==> config.mk <==
export PLATFORM = sky130hd
export DESIGN_NAME = xm_wb_timer
export DESIGN_NICKNAME = d
export VERILOG_FILES = /design/src/rtl/xm_wb_timer_pkg.sv /design/src/rtl/xm_prescaler.sv /design/src/rtl/xm_wb_timer.sv
export SDC_FILE = /design/constraint.sdc
export NUM_CORES = 1
export LEC_CHECK = 0
export ABC_AREA = 0
export CORE_MARGIN = 3
export CORE_UTILIZATION = 44
export CTS_CLUSTER_DIAMETER = 60
export DETAILED_ROUTE_END_ITERATION = 10
export MAX_ROUTING_LAYER = met4
export PLACE_DENSITY = 0.69
export SYNTH_ARGS = -nofsm -noshare
export SYNTH_HDL_FRONTEND = slang
export SYNTH_SLANG_ARGS = --single-unit
==> constraint.sdc <==
create_clock -name clk_i -period 1.8 [get_ports clk_i]
set_input_delay 0.36 -clock clk_i [delete_from_list [all_inputs] [get_ports clk_i]]
set_output_delay 0.36 -clock clk_i [all_outputs]
set_load 0.02 [all_outputs]
==> src/rtl/xm_wb_timer_pkg.sv <==
// xm_wb_timer_pkg: register map, bit positions and helpers for the Wishbone timer
package xm_wb_timer_pkg;
   localparam int REG_W = 16;
   typedef enum logic [2:0] {
      IDX_CTRL     = 3'd0,
      IDX_STATUS   = 3'd1,
      IDX_RELOAD   = 3'd2,
      IDX_COUNT    = 3'd3,
      IDX_PRESCALE = 3'd4
   } reg_idx_e;
   localparam int CTRL_EN    = 0;
   localparam int CTRL_AUTO  = 1;
   localparam int CTRL_IRQEN = 2;
   localparam int STATUS_EXP = 0;
   function automatic logic [REG_W-1:0] byte_merge(input logic [REG_W-1:0] old_v,
                                                   input logic [REG_W-1:0] new_v,
                                                   input logic [1:0] sel);
      return {sel[1] ? new_v[REG_W-1:REG_W/2] : old_v[REG_W-1:REG_W/2],
              sel[0] ? new_v[REG_W/2-1:0]     : old_v[REG_W/2-1:0]};
   endfunction
endpackage

==> src/rtl/xm_prescaler.sv <==
// xm_prescaler: counts 0..limit while enabled and pulses o_tick on the terminal count
module xm_prescaler
   import xm_wb_timer_pkg::*;
(
   input  logic             clk_i,
   input  logic             arst_ni,
   input  logic             i_en,
   input  logic [REG_W-1:0] i_limit,
   output logic             o_tick
);
   logic [REG_W-1:0] r_cnt;
   assign o_tick = i_en & (r_cnt == i_limit);
   // held at zero while disabled, so enabling always starts a fresh period
   always_ff @(posedge clk_i or negedge arst_ni)
      if (!arst_ni) r_cnt <= '0;
      else          r_cnt <= (!i_en || o_tick) ? '0 : r_cnt + 1'b1;
endmodule

==> src/rtl/xm_wb_timer.sv <==
// xm_wb_timer: Wishbone classic down-counting timer with prescaler, auto-reload and interrupt
module xm_wb_timer
   import xm_wb_timer_pkg::*;
#(
   parameter logic [14:0] BASE_ADR = 15'h7F00
) (
   input  logic             clk_i,
   input  logic             arst_ni,
   input  logic             we_i,
   input  logic             stb_i,
   input  logic             cyc_i,
   input  logic [1:0]       sel_i,
   input  logic [14:0]      adr_i,
   input  logic [REG_W-1:0] dat_i,
   output logic             ack_o,
   output logic [REG_W-1:0] dat_o,
   output logic             irq_o
);
   logic             r_ack;
   logic [REG_W-1:0] r_dat;
   logic [2:0]       r_ctrl;
   logic             r_exp;
   logic [REG_W-1:0] r_reload;
   logic [REG_W-1:0] r_count;
   logic [REG_W-1:0] r_presc;
   logic             w_hit, w_acc, w_wr, w_tick, w_expire;
   logic             w_wr_ctrl, w_wr_status, w_wr_reload, w_wr_count, w_wr_presc;
   logic [REG_W-1:0] w_rdata;
   assign w_hit       = cyc_i & stb_i & (adr_i[14:3] == BASE_ADR[14:3]);
   assign w_acc       = w_hit & ~r_ack;
   assign w_wr        = w_acc & we_i;
   assign w_wr_ctrl   = w_wr & (adr_i[2:0] == IDX_CTRL);
   assign w_wr_status = w_wr & (adr_i[2:0] == IDX_STATUS);
   assign w_wr_reload = w_wr & (adr_i[2:0] == IDX_RELOAD);
   assign w_wr_count  = w_wr & (adr_i[2:0] == IDX_COUNT);
   assign w_wr_presc  = w_wr & (adr_i[2:0] == IDX_PRESCALE);
   assign w_expire    = w_tick & (r_count == '0);
   assign ack_o       = r_ack;
   assign dat_o       = r_dat;
   assign irq_o       = r_exp & r_ctrl[CTRL_IRQEN];
   xm_prescaler u_prescaler (
      .clk_i   (clk_i),
      .arst_ni (arst_ni),
      .i_en    (r_ctrl[CTRL_EN]),
      .i_limit (r_presc),
      .o_tick  (w_tick)
   );
   always_comb begin
      w_rdata = (adr_i[2:0] == IDX_CTRL)     ? {{(REG_W-3){1'b0}}, r_ctrl} :
                (adr_i[2:0] == IDX_STATUS)   ? {{(REG_W-1){1'b0}}, r_exp}  :
                (adr_i[2:0] == IDX_RELOAD)   ? r_reload :
                (adr_i[2:0] == IDX_COUNT)    ? r_count  :
                (adr_i[2:0] == IDX_PRESCALE) ? r_presc  : '0;
   end
   // bus writes take priority over the tick; a new expiry beats a same-cycle W1C
   always_ff @(posedge clk_i or negedge arst_ni)
      if (!arst_ni) begin
         r_ack    <= 1'b0;
         r_dat    <= '0;
         r_ctrl   <= '0;
         r_exp    <= 1'b0;
         r_reload <= '0;
         r_count  <= '0;
         r_presc  <= '0;
      end else begin
         r_ack <= w_acc;
         r_dat <= w_acc ? w_rdata : '0;
         if (w_wr_ctrl && sel_i[0]) r_ctrl <= dat_i[2:0];
         else if (w_expire && !r_ctrl[CTRL_AUTO]) r_ctrl[CTRL_EN] <= 1'b0;
         r_exp <= w_expire | (r_exp & ~(w_wr_status & sel_i[0] & dat_i[STATUS_EXP]));
         if (w_wr_reload) r_reload <= byte_merge(r_reload, dat_i, sel_i);
         if (w_wr_presc)  r_presc  <= byte_merge(r_presc, dat_i, sel_i);
         if (w_wr_count && sel_i != 2'b00) r_count <= byte_merge(r_count, dat_i, sel_i);
         else if (w_tick) r_count <= (r_count != '0) ? r_count - 1'b1 :
                                     (r_ctrl[CTRL_AUTO] ? r_reload : '0);
      end
endmodule

==> flow_summary.yaml <==
timing:
  fmax_mhz: 473
  clock-skew-final_ns: 0.0142
  rsz0062_at_grt: "yes"
  slew_headroom_pct: 52.2
  min_period_over_period_pct: 117
  drv_slew: 0
  period_needed_ns: 2.11
  setup_ws_ns: -0.313
  worst_pin_slew_ns: 0.718
  finalSetupViolCount: 52
  hold_viol: 0
clock_tree:
  cts_sinks: 85
  clockBufferDepth: 2
  cts.clk_slew.worst_paths_ns: 0.09
  clk-insertion-delay-late_ns: 0.38
  cts_inserted_buffers: 9
  htreeDepth: 3
  cts_root_buf: "clkbuf_8"
  cts_tree: "yes"
global_route:
  first_global_vias: 4276
  met2_usage_pct: 41.2
  track_usage_pct: 25.3
  gr-total-overflow: 0
  grt_pass1_wl_um: 22100
  grt_max_degree: 31
  gr-usage-met1_pct: 32.4
  antenna_found_initial: 0
  use_met3_pct: 3.55
  top_usage_layer: "met2"
logic_synthesis:
  ys_seq_area_share_pct: 45.6
  synth_nets: 510
  avgSynthCellArea_um2: 9.95
  yosys-mux-area-fraction_pct: 12.1
  ys.flop_type: "dfrtp_1"
  synth.distinct_cells: 62
  synthSimpleGateAreaFrac_pct: 20.4
  synthXorXnorAreaFrac_pct: 6.76
  syn-cell-area_mm2: 0.00467
  ys_ff_latch: 85
  synth_most_common_cell: "dfrtp_1"
  syn_inst: 469
  synth.area.top_cells: "dfrtp_1, mux2_2, nor2_1"
  ys_warn_count: 0
  synth_top_area_cell: "dfrtp_1"
  synth-edff-count: 0
  synth_top_family_by_area: "simple AND/OR/NAND/NOR gates"
  synth-async-reset-ratio_pct: 100
  ys_top_cells_by_count: "dfrtp_1, nor2_1, mux2_2, a21oi_1"
  synthDominantCellAreaShare_pct: 45.6
  synth-compound-area-share_pct: 11.1
  synthAdderAreaFrac_pct: 0.805
detailed_routing:
  drt_iter0_markers: 295
  antenna_left: 0
  drt-total-wl_um: 13600
  vias: 4195
  drc: 0
  wl_per_cell_um: 17.9
  viasPerCell: 5.51
  dr.pass1.iters: 5
setup_path:
  crit_chain: "dlygate4sd2_1, or4_1, nand4bb_4, or3_4, nor3b_4, buf_12, nor2_8, buf_12, o2bb2ai_1"
  crit_arrival_ns: 2.37
  worstSetupEndpointType: "register"
  cpPeakStageDelay_ns: 0.55
  cp_slowest_cell: "or4_1"
  crit_top_cell: "buf_12"
  r2r_setup_slack_ns: -0.31
  worstSetupPathType: "input pin to register"
  worstPathRequired_ns: 2.06
  path_max_fanout: 6
  cp-endpoint: "r_count[9]"
  reg2reg_to: "r_count[9]"
  rr_worst_depth: 8
  crit_path_start: "adr_i[3]"
  critPathLaunchType: "input pin"
  r2r-start: "ack_o"
pwr:
  p_leak_nw: 3.14
  vdd_drop_max_uv: 412
  fin_total_pwr_mw: 3.58
  powerDensity_mw_per_mm2: 541
cells_and_area:
  final_nets: 665
  fillers: 751
  drive_gt1_share_pct: 32.0
  syn_to_final_growth_pct: 41.9
  n_antenna_cell: 0
  fin_cells: 762
die:
  die-area_mm2: 0.0119
  core_area_mm2: 0.0100
  floorplan.initialDensity_pct: 46.4
  ios: 56
  die_h_um: 109
  rows: 36
  die_w_um: 109
run_status:
  violations: "negative setup slack"
  status: "finished with violations"
placed_design:
  io_buffers: 55
  gp_congestion: 0.895
  dp.cells: 733
  hpwlAfterDp_um: 9880
hold_path:
  hp-class: "input pin to async pin"
flow_run:
  maxCapViolations: 0
## worst min path at each step
stage                                 endpoint  slack, ns
after global routing      u_prescaler.r_cnt[3]       0.48
after floorplan                          ack_o       0.06
final                                 dat_o[3]       0.44
after detailed placement  u_prescaler.r_cnt[3]       0.31
after global placement    u_prescaler.r_cnt[2]       0.31
after CTS                 u_prescaler.r_cnt[3]       0.45
## power by group
group / switching (mW) / total, mW / leakage [nW] / internal [mW]
sequential: 0.000557 / 1.91 / 1.14 / 1.91
combinational: 0.143 / 0.270 / 1.90 / 0.127
clock: 0.723 / 1.41 / 0.0995 / 0.682
## per-layer routing
| layer | part of all wire (%) | up-vias | wire length (um) |
|---|---|---|---|
| li1 | - | 1988 | - |
| met4 | 1.9 | 0 | 255 |
| met1 | 44 | 2044 | 5940 |
| met3 | 5.2 | 31 | 711 |
| met2 | 49 | 132 | 6710 |
| met5 | 0 | - | 0 |
## worst max-delay path, delay by kind of cell
family,cells,cell delay [ns]
buffers and inverters,3,0.54
and+or+nand+nor,5,1.43
AOI/OAI and AO/OA,1,0.06
## through the flow
stage	utilization (%)	area [um2]	setup WS [ns]	setup TNS, ns	hold slack (ns)
final	65.9	6620	-0.313	-9.66	0.440
after global routing	65.9	6620	-0.359	-13.99	0.478
after CTS	64.7	6500	-0.290	-5.05	0.453
after detailed placement	60.7	6100	-0.805	-38.96	0.314
after global placement	60.7	6100	-0.774	-37.81	0.314
after floorplan	-	4720	-0.224	-2.14	0.0644
## sequential cells by signal (all words and copies together), names as in the netlist
| signal | flops |
|---|---|
| u_prescaler.r_cnt | 16 |
| r_count | 16 |
| r_reload | 16 |
| r_presc | 16 |
| r_exp | 1 |
| dat_o | 16 |
| r_ctrl | 3 |
| ack_o | 1 |
## final cells by class
| class | instances | area (um2) | area share (%) |
|---|---|---|---|
| Sequential cell | 85 | 2130 | 32.1 |
| Timing Repair Buffer | 167 | 1500 | 22.7 |
| Tap cell | 133 | 166 | 2.51 |
| Inverter | 9 | 33.8 | 0.510 |
| Multi-Input combinational cell | 352 | 2590 | 39.1 |
| Clock buffer | 11 | 141 | 2.14 |
| Clock inverter | 5 | 60.1 | 0.907 |
## repair_timing
| item | CTS | global route |
|---|---|---|
| hold buffers | 1 | 0 |
| cloned | 1 | 1 |
| pin swaps | 4 | 12 |
| hold endpoints to repair | 27 | 0 |
| gates resized for setup | 29 | 18 |
| endpoints found under the setup margin | 67 | 75 |
| setup buffers | 5 | 6 |
## cells in the final DEF, fill, tap and decap left out, types with 3 or more instances in the layout
master            n
a211oi_1          4
a21oi_1          32
a31oi_1           7
and2_1            3
and3_1            7
buf_12            7
buf_4            96
buf_6             8
clkbuf_8         10
clkdlybuf4s50_1  48
dfrtp_1          85
dlygate4sd2_1     5
ha_1              3
inv_1             7
mux2_2           33
mux2i_1          15
nand2_1          20
nand3_1          22
nand3_4           3
nand4_1           6
nor2_1           66
nor3_1            7
nor4_1            3
nor4_2            4
o211ai_1          3
o21a_1            4
o21ai_1          11
o311ai_0          3
o311ai_1          3
xnor2_1          10
xor2_1           26
## cell families (layout without fill, tap and decap cells)
kind of cell / after synthesis / after routing
XOR/XNOR: 36 / 36
buffers and inverters: 33 / 192
AO/OA/AOI/OAI: 84 / 84
flip-flops: 85 / 85
multiplexers: 51 / 51
AND/OR/NAND/NOR: 177 / 178
adder cells (fa/ha/maj): 3 / 3
(Power assumes the default switching activity.)
==> RTL change 1: new RTL, same settings <==
Put a register stage on the output `irq_o`, with the module's reset. The value now appears one clock later. The other outputs are not delayed to match.
--- a/src/rtl/xm_wb_timer.sv
+++ b/src/rtl/xm_wb_timer.sv
@@ -37,7 +37,13 @@
    assign w_expire    = w_tick & (r_count == '0);
    assign ack_o       = r_ack;
    assign dat_o       = r_dat;
-   assign irq_o       = r_exp & r_ctrl[CTRL_IRQEN];
+   always_ff @(posedge clk_i or negedge arst_ni) begin
+      if (!arst_ni) begin
+         irq_o <= '0;
+      end else begin
+         irq_o <= r_exp & r_ctrl[CTRL_IRQEN];
+      end
+   end
    xm_prescaler u_prescaler (
       .clk_i   (clk_i),
       .arst_ni (arst_ni),
Formal check against the unedited RTL: not equivalent (Yosys sat finds a counterexample within 4 cycles, from zero or initial values and one cycle with arst_ni low).
==> RTL change 1 against the unedited design <==
The run still ends with setup timing left. Utilization increased by 2.1 points. Combinational power increased by 1%. Non-clock buffer count decreased by 2. Setup slack improved by 0.025 ns. Sequential cell count increased by 1. Sequential share of layout area decreased by 1.5 points. Total power increased by 1.3%. First-iteration DRC count decreased by 1.7%. Final area increased by 6.0%. Wire length increased by 3.4%. Cell count increased by 0.39%. Fmax increased by 1.2%. Synthesized area increased by 0.21%.
==> RTL change 1: results (changes against the unedited design) <==
stage	metric	value	unit	change
place	gp_congestion	0.897		was 0.895
detailed_routing	drt-met1-wl	5.94	mm	about the same
yosys	netlist_top_cells_area	dfrtp_1 46%, mux2_2 7.0%, nor2_1 5.5%, xor2_1 4.9%, a21oi_1 3.4%		was dfrtp_1 46%, mux2_2 8.0%, nor2_1 5.5%, xor2_1 4.9%, a21oi_1 3.4%
sta	worst_slack	-0.288	ns	was -0.313 ns
final_layout	multi_input_gates	353		was 352
final_layout	clock_area_share	2.96	%	was 3.04%
final_layout	nClkBuffers	10		was 11
final_layout	fillCellCount	706		was 751
detailed_routing	wl_per_cell	18.4	microns	was 17.9 microns
global_route	grt_use_total	24.3	%	was 25.3%
clocking	postCtsSetupBuffers	6		was 5
pwr	ir_worst_vdd	0.000317	V	was 0.000412 V
critical_path	crit_path_start_kind	flop		was primary input
pwr	p_leak	3.24	nW	was 3.14 nW
global_route	grt_pass1_wl	21.6	mm	was 22.1 mm
yosys	synth_mux_area_share	12.1	%	about the same
sta	worstMarginPinSlew	0.830	ns	was 0.718 ns
critical_path	reg2reg_depth	6		was 8
sta	hold_slack	0.0175	ns	was 0.440 ns
die	fp-row-count	37		was 36
global_route	grt_max_degree	87		was 31
sta	setup_tns	-11.99	ns	was -9.66 ns
final_layout	buf_share	21.7	%	was 22.7%
place	dpl.cell_count	734		was 733
outcome	failed_checks	setup timing		unchanged
yosys	synth_compound_area_share	11.2	%	was 11.1%
place	pre_cts_slack	-0.780	ns	was -0.805 ns
detailed_routing	first_iter_violations	290		was 295
yosys	synthAdderAreaFrac	0.803	%	was 0.805%
yosys	seq_area_frac_synth	46.0	%	was 45.6%
final_layout	nFlopsAndLatches	86		was 85
pwr	power_switching	0.885	mW	was 0.866 mW
final_layout	multi_input_area_share	41.7	%	was 39.1%
yosys	synth_common_cells	86 x dfrtp_1, 68 x nor2_1, 32 x a21oi_1		was 85 x dfrtp_1, 68 x nor2_1, 33 x mux2_2
place	hpwlAfterDp	9.59	mm	was 9.88 mm
critical_path	r2r-end	r_count[8]		was r_count[9]
outcome	status	complete, but fails checks		unchanged
critical_path	path_max_fanout	7		was 6
final_layout	seq_area_share	30.6	%	was 32.1%
detailed_routing	met3_length	735	microns	was 711 microns
sta	timing.final.setup_violations	75		was 52
final_layout	drive_gt1_share	39.6	%	was 32.0%
critical_path	cp_slowest_cell	or3_4		was or4_1
global_route	grt_util_met1	31.8	%	was 32.4%
yosys	syn_avg_cell_area	9.97	sq um	was 9.95 sq um
==> RTL change 1: power by group through the flow <==
| stage | clock network (mW) | logic (mW) | registers [mW] |
|---|---|---|---|
| after floorplan | 0 | 0.0632 | 1.97 |
| after global placement | 0 | 0.248 | 1.97 |
| after detailed placement | 0 | 0.251 | 1.97 |
| after CTS | 1.45 | 0.258 | 1.93 |
| after global routing | 1.54 | 0.295 | 1.93 |
| final | 1.43 | 0.274 | 1.93 |
==> RTL change 1: how the worst max path moves through the flow <==
stage / slack, ns / depth (start not counted) / to
floorplan: -0.21 / 6 / r_count[13]
global placement: -0.76 / 7 / r_count[8]
detailed placement: -0.78 / 7 / r_count[13]
CTS: -0.30 / 6 / r_count[8]
global route: -0.36 / 6 / r_count[9]
finish: -0.29 / 6 / r_count[8]
==> RTL change 1: worst register-to-register path: cells and delay by family (launching register included) <==
kind	cells	cell delay, ns
DFF	1	0.42
muxes	1	0.19
and+or+nand+nor	5	1.42
==> RTL change 2: new RTL, same flow settings <==
Without the edit above. Set the package constant `REG_W` to 24 (it was 16).
--- a/src/rtl/xm_wb_timer_pkg.sv
+++ b/src/rtl/xm_wb_timer_pkg.sv
@@ -1,6 +1,6 @@
 // xm_wb_timer_pkg: register map, bit positions and helpers for the Wishbone timer
 package xm_wb_timer_pkg;
-   localparam int REG_W = 16;
+   localparam int REG_W = 24;
    typedef enum logic [2:0] {
       IDX_CTRL     = 3'd0,
       IDX_STATUS   = 3'd1,
Ports: changed (resized dat_i and dat_o); port bits go from 56 to 72. No check against the original RTL was run, so the function may have changed too.
==> RTL change 2 against the unedited design <==
The run still ends with setup timing left. Final area up 53%. Setup slack worse by 0.45 ns. Sequential power up 58%. Total power up 130%. Synthesized cell count up 45%. Sequential cell count up 40. Wire length up 69%. Synthesized area up 45%. Critical path type is now flop to flop. Critical endpoint is now r_count[0]. Highest routed layer unchanged.
==> RTL change 2: results (changes against the unedited design) <==
stage	metric	value	unit	change
outcome	status	complete, but fails checks		unchanged
outcome	failed_checks	setup timing		unchanged
detailed_routing	wl_met2	11.2	mm	was 6.71 mm
critical_path	cp_slowest_cell	or4_4		was or4_1
global_route	grt_util_met1	37.7	%	was 32.4%
yosys	synth_cell_types	65		was 62
yosys	synth_mux_area_share	13.3	%	was 12.1%
pwr	cellPowerDensity	795	mW/mm^2	was 541 mW/mm^2
final_layout	nNetsFinal	960		was 665
sta	timing.final.setup_violations	100		was 52
pwr	p_leak	4.74	nW	was 3.14 nW
sta	fin_skew	0.00773	ns	was 0.0142 ns
final_layout	fillCellCount	1103		was 751
global_route	grt_pass1_vias	6533		was 4276
yosys	synth_xor_area_share	7.14	%	was 6.76%
detailed_routing	drtPass1Iterations	7		was 5
clocking	cts.reportedPaths.clkPinSlew	0.06	ns	was 0.09 ns
global_route	gr-usage-met2	45.6	%	was 41.2%
global_route	use_met3	4.67	%	was 3.55%
sta	worst_slack	-0.758	ns	was -0.313 ns
final_layout	nClkBuffers	17		was 11
detailed_routing	wl_per_cell	20.8	microns	was 17.9 microns
final_layout	drive_gt1_share	37.1	%	was 32.0%
place	io_buffers	71		was 55
global_route	grt_pass1_wl	36.3	mm	was 22.1 mm
detailed_routing	first_iter_violations	531		was 295
sta	maxSlewHeadroom	72.2	%	was 52.2%
detailed_routing	met3_length	1.08	mm	was 711 microns
clocking	clkSinkCount	125		was 85
global_route	grt_use_total	28.9	%	was 25.3%
detailed_routing	dr_total_vias	6401		was 4195
clocking	htreeDepth	4		was 3
yosys	syn_nets	727		was 510
place	gp_congestion	0.919		was 0.895
final_layout	multi_input_area	0.00391	sq mm	was 0.00259 sq mm
pwr	ir_worst_vdd	0.000542	V	was 0.000412 V
yosys	synth_cells	678		was 469
critical_path	path_max_fanout	7		was 6
-- RTL change 2: worst paths after layout --
path	start	endpoint	slack (ns)	depth (start not counted)
max	r_count[19]	r_count[0]	-0.76	6
min	arst_ni	u_prescaler.r_cnt[21]	0.40	2
max reg2reg	r_count[19]	r_count[0]	-0.76	6
min reg2reg	r_reload[11]	r_reload[11]	0.54	1
max in group asynchronous	arst_ni	r_reload[0]	0.79	3
min in group clk_i	r_reload[11]	r_reload[11]	0.54	1
-- RTL change 2: report_power, final --
| group | switching, mW | internal, mW | total, mW |
|---|---|---|---|
| clock network | 1.30 | 2.16 | 3.47 |
| registers | 0.0950 | 2.93 | 3.02 |
| logic | 0.819 | 0.767 | 1.59 |
| total | 2.21 | 5.86 | 8.08 |
-- RTL change 2: what timing repair did --
item,4_1_cts,5_1_grt
hold buffers,1,0
pin swaps,38,30
cloned,6,0
hold endpoints to repair,26,0
setup buffers,15,9
resized for setup,70,41
endpoints found under the setup margin,123,117
